### src/rtl/pipeline_stall_controller.sv
// pipeline_stall_controller
// Central stall/flush controller for a five-stage pipeline. It arbitrates
// between SRAM wait stalls in MEM, taken branches resolved in EXE and data
// hazards detected in ID, and runs a small FSM that bounds each SRAM access
// to MEM_TIMEOUT stalled cycles before aborting it.
//
// Optional feature macro: STALL_COUNTERS_EN
//   defined   -> saturating 16-bit hazard/mem stall performance counters
//   undefined -> counter outputs tied to zero, no counter flops
module pipeline_stall_controller #(
  parameter int MEM_TIMEOUT = 64
) (
  input  logic        clk,
  input  logic        rst,
  input  logic        hazard_detected,
  input  logic        branch_taken,
  input  logic        MEM_R_EN_MEM,
  input  logic        MEM_W_EN_MEM,
  input  logic        sram_ready,
  output logic        freeze_IF,
  output logic        freeze_ID,
  output logic        freeze_EXE,
  output logic        freeze_MEM,
  output logic        flush_IF_ID,
  output logic        bubble_ID_EXE,
  output logic        mem_wait,
  output logic        timeout_err,
  output logic [15:0] hazard_stall_cnt,
  output logic [15:0] mem_stall_cnt
);

  typedef enum logic [1:0] {
    IDLE  = 2'd0,
    WAIT  = 2'd1,
    ABORT = 2'd2
  } state_t;

  // The IDLE cycle that first sees the stalled request is itself a stalled
  // cycle, so WAIT only has to cover MEM_TIMEOUT-1 further cycles. wait_cnt
  // counts completed WAIT cycles, hence the abort point is MEM_TIMEOUT-2.
  localparam logic [7:0] ABORT_AT = 8'(MEM_TIMEOUT - 2);

  state_t     state;
  logic [7:0] wait_cnt;
  logic       mem_req;
  logic       mem_stall;
  logic       hazard_stall;

  assign mem_req      = MEM_R_EN_MEM | MEM_W_EN_MEM;
  assign mem_stall    = ~rst & mem_req & ~sram_ready & (state != ABORT);
  assign hazard_stall = hazard_detected & ~branch_taken;

  // Stall/flush decode: memory stall dominates everything, a taken branch
  // squashes the ID instruction so a concurrent hazard needs no stall.
  always_comb begin
    freeze_EXE    = mem_stall;
    freeze_MEM    = mem_stall;
    freeze_IF     = ~rst & (mem_stall | hazard_stall);
    freeze_ID     = ~rst & (mem_stall | hazard_stall);
    flush_IF_ID   = ~rst & branch_taken & ~mem_stall;
    bubble_ID_EXE = ~rst & ~mem_stall & (branch_taken | hazard_detected);
  end

  // SRAM access FSM with registered mem_wait and sticky timeout flag.
  always_ff @(posedge clk or posedge rst) begin
    if (rst) begin
      state       <= IDLE;
      wait_cnt    <= 8'd0;
      mem_wait    <= 1'b0;
      timeout_err <= 1'b0;
    end else begin
      case (state)
        IDLE: begin
          wait_cnt <= 8'd0;
          if (mem_stall) begin
            state    <= WAIT;
            mem_wait <= 1'b1;
          end
        end
        WAIT: begin
          if (sram_ready) begin
            state    <= IDLE;
            mem_wait <= 1'b0;
            wait_cnt <= 8'd0;
          end else if (wait_cnt == ABORT_AT) begin
            state    <= ABORT;
            mem_wait <= 1'b0;
            wait_cnt <= 8'd0;
          end else begin
            wait_cnt <= wait_cnt + 8'd1;
          end
        end
        ABORT: begin
          state       <= IDLE;
          mem_wait    <= 1'b0;
          wait_cnt    <= 8'd0;
          timeout_err <= 1'b1;
        end
        default: begin
          state    <= IDLE;
          mem_wait <= 1'b0;
          wait_cnt <= 8'd0;
        end
      endcase
    end
  end

`ifdef STALL_COUNTERS_EN
  logic [15:0] hazard_cnt_q;
  logic [15:0] mem_cnt_q;

  // Saturating stall performance counters.
  always_ff @(posedge clk or posedge rst) begin
    if (rst) begin
      hazard_cnt_q <= 16'd0;
      mem_cnt_q    <= 16'd0;
    end else begin
      if (hazard_stall && !mem_stall && hazard_cnt_q != 16'hFFFF)
        hazard_cnt_q <= hazard_cnt_q + 16'd1;
      if (mem_stall && mem_cnt_q != 16'hFFFF)
        mem_cnt_q <= mem_cnt_q + 16'd1;
    end
  end

  assign hazard_stall_cnt = hazard_cnt_q;
  assign mem_stall_cnt    = mem_cnt_q;
`else
  assign hazard_stall_cnt = 16'd0;
  assign mem_stall_cnt    = 16'd0;
`endif

endmodule

### config.mk
export PLATFORM = sky130hd
export DESIGN_NAME = pipeline_stall_controller
export DESIGN_NICKNAME = d
export VERILOG_FILES = /design/src/rtl/pipeline_stall_controller.sv
export SDC_FILE = /design/constraint.sdc
export NUM_CORES = 1
export LEC_CHECK = 0
export ABC_AREA = 1
export ABC_CLOCK_PERIOD_IN_PS = 1100
export BUFFER_PORTS_ARGS = -buffer_cell sky130_fd_sc_hd__buf_2
export CAP_MARGIN = 20
export CORE_ASPECT_RATIO = 0.7
export CORE_MARGIN = 4
export CORE_UTILIZATION = 39
export CTS_CLUSTER_SIZE = 16
export DETAILED_ROUTE_END_ITERATION = 16
export GPL_TIMING_DRIVEN = 0
export MAX_ROUTING_LAYER = met4
export PLACE_DENSITY = 0.74
export SLEW_MARGIN = 20
export SYNTH_ARGS = -nofsm -noshare
export SYNTH_HDL_FRONTEND = slang
export SYNTH_SLANG_ARGS = --single-unit
### constraint.sdc
create_clock -name clk -period 1.1 [get_ports clk]
set_input_delay 0.275 -clock clk [delete_from_list [all_inputs] [get_ports clk]]
set_output_delay 0.275 -clock clk [all_outputs]
set_load 0.01 [all_outputs]
# Word level (Yosys, flattened, before mapping)
# Index checks and enable logic that the tools add are counted.
[word_totals] regBits=12 input_bits=7 out_inout_bits=40 elab_cells=40
[op_classes] n_addsub=1 eq_ne=6 muxes=11 bitwise=16 n_reduce_logical=2
[ops] operator="8-bit 2-to-1 mux" count=3
[ops] operator="1-bit AND" count=9
[ops] operator="8-bit by 1-bit adder with 8-bit output, second input constant" count=1
[ops] operator="8-bit by 6-bit equality test with 1-bit output, second input constant" count=1
[ops] operator="2-bit 2-to-1 mux" count=3
[ops] operator="2-bit != test, second input constant" count=2
[ops] operator="1-bit NOT" count=4
[ops] operator="2-bit case mux with 2 select lines" count=1
[ops] operator="1-bit 2-to-1 mux" count=3
[ops] operator="3-bit != test, second input constant" count=1
[ops] operator="1-bit OR" count=3
[ops] operator="2-bit by 1-bit equality test with 1-bit output, second input constant" count=1
[ops] operator="2-bit equality test, second input constant" count=1
[ops] operator="2-bit logical NOT" count=1
[ops] operator="1-bit case mux with 2 select lines" count=1
[ops] operator="2-bit AND reduction" count=1

# Longest topological paths before layout
# Gate-level depths: netlist (run 1).
[logic_depth] ltp_word=7 mapped_depth=7 depth_no_buf=7

# Worst setup path before layout (run 1)
# No wires, ideal clock.
[synth_path] kind="input port to output port" start="input port rst" end="output port freeze_IF" arrival_ns=1.178 path_slack_ns=-0.353 stages=4 path_cell_list="inv_1 nand2_1 o21ai_0 buf_4"
[synth_via] elab_chain_cells=6
[synth_rtl] item="start: declaration" line="14" rtl="input logic rst,"
[synth_rtl] item="1-bit NOT *"
[synth_rtl] item="1-bit AND (3 in a row)" line="50" rtl="assign mem_stall = ~rst & mem_req & ~sram_ready & (state != ABORT);"
[synth_rtl] item="1-bit OR"
[synth_rtl] item="1-bit AND *"
[synth_rtl] item="end: declaration" line="20" rtl="output logic freeze_IF,"
# Mark *: on every way between the ends. The rest lies on a longest branch, timed or not.

# Worst setup path after layout (run 1)
[layout_path] start="register state[0]" end="output port freeze_MEM"
[layout_via] elab_chain_cells=2
[layout_rtl] item="start: declaration" line="43" rtl="state_t state;"
[layout_rtl] item="start signal: assignment" line="67" rtl="state <= IDLE;"
[layout_rtl] item="start signal: assignment" line="76" rtl="state <= WAIT;"
[layout_rtl] item="start signal: assignment" line="82" rtl="state <= IDLE;"
[layout_rtl] item="2-bit != test" line="50"
[layout_rtl] item="1-bit AND" line="50"
[layout_rtl] item="end: declaration" line="23" rtl="output logic freeze_MEM,"
# Every way passes these cells.

==> results.md, run 1 <==
- Routed len/inst: 9.93 µm
- LEAKAGE: 0.000705 µW
- Failing checks: setup timing
- Netlist cell types: 19
- Die height: 47.4 µm
- Num CTS Buffers: 3
- Die X-Extent: 64.3 µm
- Initial antenna violation count: 0
- Placed Cells: 181
- Met2 GRT Util: 23.4%
- DPL Wire Length: 1470 µm
- Clock transition at the registers of the reported paths: 0.07 ns
- Hold Crit Class: in -> reg
- Fmax achieved: 666 MHz
- DRC: 0
- Number of global-route vias before repair: 644
- Filler cells: 154
- DR iter-0 viols: 14
- Share of layout cells above drive strength 1: 52.8%
- CTS H-Tree Depth: 1
- WS Path Type: reg -> out
- Grt peak-use layer: met2
- Setup slack, reg-to-reg: -0.08 ns
- Final Core Density: 64.4%
- Crit path time final: 1.50 ns
- Hold Path Sink: state[1]
- I/O Buffers: 14
- Gr usage total: 12.6%
- Worst r2r src: wait_cnt[0]
- Final Hold Vio Count: 0
- P&R area growth vs syn: 47.7%
- Design internal power: 715 µW
- Die ar.: 3050 µm²
- Final WL: 1920 µm
- Later-pin clock latency in the skew report: 0.27 ns
- Crit-path max FO: 5
- Largest net degree at the start of global routing: 12
- Met1 GRT Util: 13.2%
- Reg2reg end: state[0]
- Via count: 741
- Met3 Use GR: 3.52%
- Final setup TNS: -2.68 ns
- Reg2reg path depth: 7
- Finished Layout Cells: 193
- Post-synthesis register bit count: 11
- Worst vdd ir: 0.000536 V
- PwrDens: 799 nW/µm²
- Skew final: 0.00161 ns
- Unrepaired setup endpoints after global routing: true
- Starting Density: 43.6%
- Max Cap Violations: 0
- Avg Synthesized Cell Area: 8.17 µm²
- Sequential share of power: 41.1%
- Global route overflow: 0
- Crit end category: output pin
- Synth warn: 0
- Sw Ratio: 30.0%
- Clk sinks: 11
- Worst slack, placed: -0.347 ns
- Period utilization: 137%
- Multi-input logic area: 498 µm²
- Final antenna-violating net count: 0
- First-pass GRT wire length: 2810 µm
- Fin area: 1280 µm²
- Worst-margin pin slew: 0.518 ns
- Post-synthesis sequential area ratio: 31.8%
- Core ar.: 1980 µm²
- DR vias/cell: 3.84
- # nets final: 173
- Clock root cell: clkbuf_4
- Gp weighted congestion: 0.783
- Combinational share of power: 31.9%
- TritonRoute pass-1 iters: 4
- Max-slew headroom: 65.3%
- CP arrival: 1.23 ns
- IO Pins: 47
- Max Buffers Root-to-Sink: 2
- Hold path cells: 2
- Register Area: 275 µm²
- Clock share of power: 27.0%
- Critical path startpoint category: flip-flop
- CTS tree: done
- Worst setup slack after layout: -0.402 ns
- WP data required: 0.82 ns
- Final Max Slew Viols: 0
- Psw: 307 µW
- Synthesized area: 866 µm²
- Ant. Diodes: 0
- Mapped Cells: 106
- Endpoints failing setup: 16
- Placed inst area: 1100 µm²
- Site Rows: 13
- Hold path startpoint: sram_ready
- Status: complete, but fails checks
worst max-delay path by stage:
stage                     cells past startpoint  slack (ns)          to  startpoint
after floorplan                               5       -0.12  freeze_MEM    state[0]
after global placement                        6       -0.31   freeze_IF         rst
after detailed placement                      6       -0.35   freeze_IF         rst
after CTS                                     6       -0.42  freeze_MEM    state[0]
after global routing                          6       -0.48   freeze_IF    state[0]
final                                         6       -0.40  freeze_MEM    state[0]
final cells by class:
cell class                 count  area share (%)
inverter                      10            3.23
tap                           30            2.94
clock buffer                   4            2.05
sequential                    11            21.5
multi-input combinational     82            38.9
timing repair buffer          22            11.4
buffer                        34            20.0
kinds of logic after synthesis:
| group | after synthesis | share of synthesized area, % |
|---|---|---|
| buffers and inverters | 44 | 33.8 |
| XOR/XNOR | 3 | 3.04 |
| AND/OR/NAND/NOR | 40 | 23.8 |
| flip-flops | 11 | 31.8 |
| adder cells (fa/ha/maj) | 2 | 2.89 |
| AO/OA/AOI/OAI | 5 | 4.19 |
| other | 1 | 0.433 |
cell usage in the layout, fill, tap and decap left out, types with 2 or more instances in the layout:
| cell | instances |
|---|---|
| dfrtp_1 | 11 |
| inv_1 | 7 |
| nor2_1 | 6 |
| buf_4 | 41 |
| nand3_2 | 4 |
| o21ai_2 | 2 |
| nand2_2 | 4 |
| nand2_1 | 9 |
| conb_1 | 32 |
| clkbuf_4 | 3 |
| nand3_1 | 4 |
| nor2_2 | 4 |
| a21oi_1 | 2 |
| buf_6 | 2 |
| buf_2 | 12 |
| nor2_4 | 6 |
| xnor2_1 | 2 |
| inv_2 | 2 |
critical path, cell delays in order, from the launching register on:
cell      delay [ns]
dfrtp_1         0.38
inv_2           0.06
nand2_2         0.06
o211ai_4        0.11
inv_1           0.08
buf_4           0.13
buf_2           0.13
sequential cells by signal (all words and copies together) (netlist names):
register,count
timeout_err,1
wait_cnt,8
state,2
metrics by stage:
stage          hold slack, ns  total power (µW)
2_1_floorplan          0.0835               632
3_3_place_gp            0.248               674
3_5_place_dp            0.258               679
4_1_cts                 0.212               991
5_1_grt                 0.216              1090
6_report                0.222              1020
power by group through the flow:
stage	Clock [µW]	Combinational [µW]	Sequential (µW)
6_report	276	326	420
5_1_grt	317	354	421
4_1_cts	286	285	420
3_5_place_dp	0	251	428
3_3_place_gp	0	247	427
2_1_floorplan	0	202	430
synth_stat cells:
library cell,n,area share [%]
a21oi_1,2,1.2
buf_4,34,29
conb_1,1,0.43
dfrtp_1,11,32
ha_1,2,2.9
inv_1,9,3.9
inv_2,1,0.43
nand2_1,12,5.2
nand2_2,1,0.72
nand2_4,2,2.6
nand3_1,8,4.6
nor2_1,13,5.6
nor2_4,3,3.9
nor3_2,1,1.2
o211ai_2,1,1.4
o21ai_0,1,0.58
o21ai_2,1,1.0
xnor2_1,2,2.0
xor2_1,1,1.0
repair_timing:
item | in CTS | in global routing
pin swaps | 4 | 1
hold buffers | 1 | 0
resized for setup | 12 | 10
hold endpoints to repair | 11 | 0
endpoints found under the setup margin | 15 | 18
setup buffers | 3 | 5
per-layer routing:
layer	vias up	routed length [µm]
li1	371	-
met1	335	637
met2	31	1080
met3	4	170
met4	0	31
met5	-	0
Power figures use the tool's default switching activity.
==> inputs of run 2 (changes only) <==
Settings changed: ABC_AREA 1 to unset, PLACE_DENSITY 0.74 to 0.75.
==> run 2 against run 1 <==
The run still ends with setup timing left. Flip-flop and latch count did not move. Worst hold slack got worse by 0.15 ns. Die area decreased by 2.6%. Total power decreased by 0.89%. Final area is 0.88% higher. Sequential power about the same. Worst setup slack worse by 0.16 ns. Critical path depth is 1 lower. Critical endpoint unchanged. Highest routed layer unchanged.
==> results.md, run 2 <==
- Routed len/inst: 11.2 µm
- Core ar.: 1950 µm²
- Max Cap Violations: 0
- Placed inst area: 1100 µm²
- Final Max Slew Viols: 0
- Top reg by flops: wait_cnt
- Final Core Density: 66.1%
- # nets final: 161
- Unrepaired setup endpoints after global routing: true
- Initial antenna violation count: 0
- Post-synthesis sequential area ratio: 32.8%
- Yosys top cell by area: dfrtp_1
- DPL Wire Length: 1480 µm
- LEAKAGE: 0.000694 µW
- Gp weighted congestion: 0.848
- CP arrival: 1.39 ns
- Crit end category: output pin
- Top-area cell type share of the netlist area: 32.8%
- Endpoints failing setup: 17
- Crit path time final: 1.66 ns
- Fin Hold WS: 0.0719 ns
- Clock root cell: clkbuf_4
- IO Pins: 47
- Hold Crit Class: in -> async
- Number of global-route vias before repair: 662
- CTS tree: done
- DRC: 0
- Worst slack, placed: -0.424 ns
- I/O Buffers: 14
- DR iter-0 viols: 7
- Clk sinks: 11
- Num CTS Buffers: 3
- P&R area growth vs syn: 53.7%
- Final antenna-violating net count: 0
- Netlist cell types: 30
- Status: complete, but fails checks
- Final setup TNS: -6.51 ns
- DR vias/cell: 4.14
- CTS H-Tree Depth: 1
- Via count: 717
- First-pass GRT wire length: 3110 µm
- Starting Density: 43.0%
- Critical path startpoint category: flip-flop
- Failing checks: setup timing
- Die ar.: 2970 µm²
- Skew final: 0.00279 ns
- WP data required: 0.82 ns
- Final WL: 1950 µm
- CTS Hold Buffers Added: 0
- Largest regs: wait_cnt (8), state (2), timeout_err (1)
- Fmax achieved: 602 MHz
- Global route overflow: 0
- Post-synthesis register bit count: 11
- Share of layout cells above drive strength 1: 58.3%
- Ant. Diodes: 0
- Synth warn: 0
- Multi-input logic area: 504 µm²
- Later-pin clock latency in the skew report: 0.27 ns
- Register Area: 280 µm²
- Max Buffers Root-to-Sink: 2
- Commonest non-fill, non-tap cells in the layout: buf_4, conb_1, buf_2, buf_6, dfrtp_1
- Gr usage total: 14.2%
- Primary FF master, synth: dfrtp_1
- Most instantiated cells after synthesis: buf_4, dfrtp_1, nor2_1
- Top post-synthesis cells by area: dfrtp_1, buf_4, nor2_1
- Worst setup slack after layout: -0.562 ns
- Largest register FFs: 8
- Fin area: 1290 µm²
- Site Rows: 13
- Die height: 46.8 µm
- TritonRoute pass-1 iters: 4
- Commonest non-fill, non-tap cell in the layout: buf_4
- Most numerous cell in the Yosys netlist: buf_4
- Largest net degree at the start of global routing: 13
- PwrDens: 785 nW/µm²
- Period utilization: 151%
- Synthesized area: 840 µm²
- Mapped Cells: 93
- Crit-path max FO: 4
- Filler cells: 154
- Async SR Flop Fraction: 100%
- EDFF count, synth: 0
- Worst vdd ir: 0.000453 V
- Avg Synthesized Cell Area: 9.03 µm²
- WS Path Type: reg -> out
- Final Hold Vio Count: 0
- Clock transition at the registers of the reported paths: 0.07 ns
- Die X-Extent: 63.5 µm
## run 2: layer usage
metal / up-vias / track usage (%) / routed length, µm
met5: - / - / 0
met4: 0 / 6.44 / 28
li1: 364 / - / -
met3: 2 / 2.63 / 110
met2: 28 / 27.6 / 1070
met1: 323 / 14.6 / 732
## run 2: power by group
part / internal [µW] / switching [µW] / leakage [µW]
Sequential: 412 / 8.18 / 0.000146
Clock: 140 / 133 / 0.0000150
Combinational: 172 / 147 / 0.000533
## run 2: final cells by class
class	instances	area share (%)
Buffer	34	20.4
Clock buffer	4	2.04
Inverter	4	1.16
Multi-Input combinational cell	75	39.1
Sequential cell	11	21.7
Tap cell	22	2.13
Timing Repair Buffer	23	13.5
## run 2: kinds of logic (layout without fill, tap and decap cells)
logic type               after synthesis  in the layout  share of synthesized area [%]
adder cells (fa/ha/maj)                2              2                           2.98
buffers and inverters                 38             65                           32.2
AO/OA/AOI/OAI                         11             11                           8.20
other                                  1             32                          0.447
flip-flops                            11             11                           32.8
XOR/XNOR                               3              3                           3.13
AND/OR/NAND/NOR                       27             27                           20.3
## run 2: worst paths after layout
check                       startpoint     endpoint  slack [ns]  cells after the start
hold reg to reg            timeout_err  timeout_err        0.51                      1
hold / removal                     rst  wait_cnt[5]        0.07                      2
min in group clk            sram_ready     state[0]        0.36                      4
max in group asynchronous          rst  wait_cnt[4]        0.69                      2
setup reg to reg           wait_cnt[0]  wait_cnt[4]       -0.35                      5
setup / recovery              state[1]   freeze_MEM       -0.56                      5
## run 2: stage by stage
step	power, µW	cells
floorplan	627	124
global placement	668	160
detailed placement	675	160
CTS	980	170
global route	1070	173
finish	1010	173
## run 2: critical path, cell delays in order, from the launching register on
cell and delay (ns):
dfrtp_1 0.38, nor2b_4 0.14, nor4_4 0.23, buf_4 0.19, buf_6 0.10, buf_6 0.09
## run 2: timing repair
item | in CTS | in global routing
buffers inserted | 6 | 4
endpoints found under the setup margin | 17 | 17
gates resized for setup | 13 | 11
pin swaps | 5 | 6
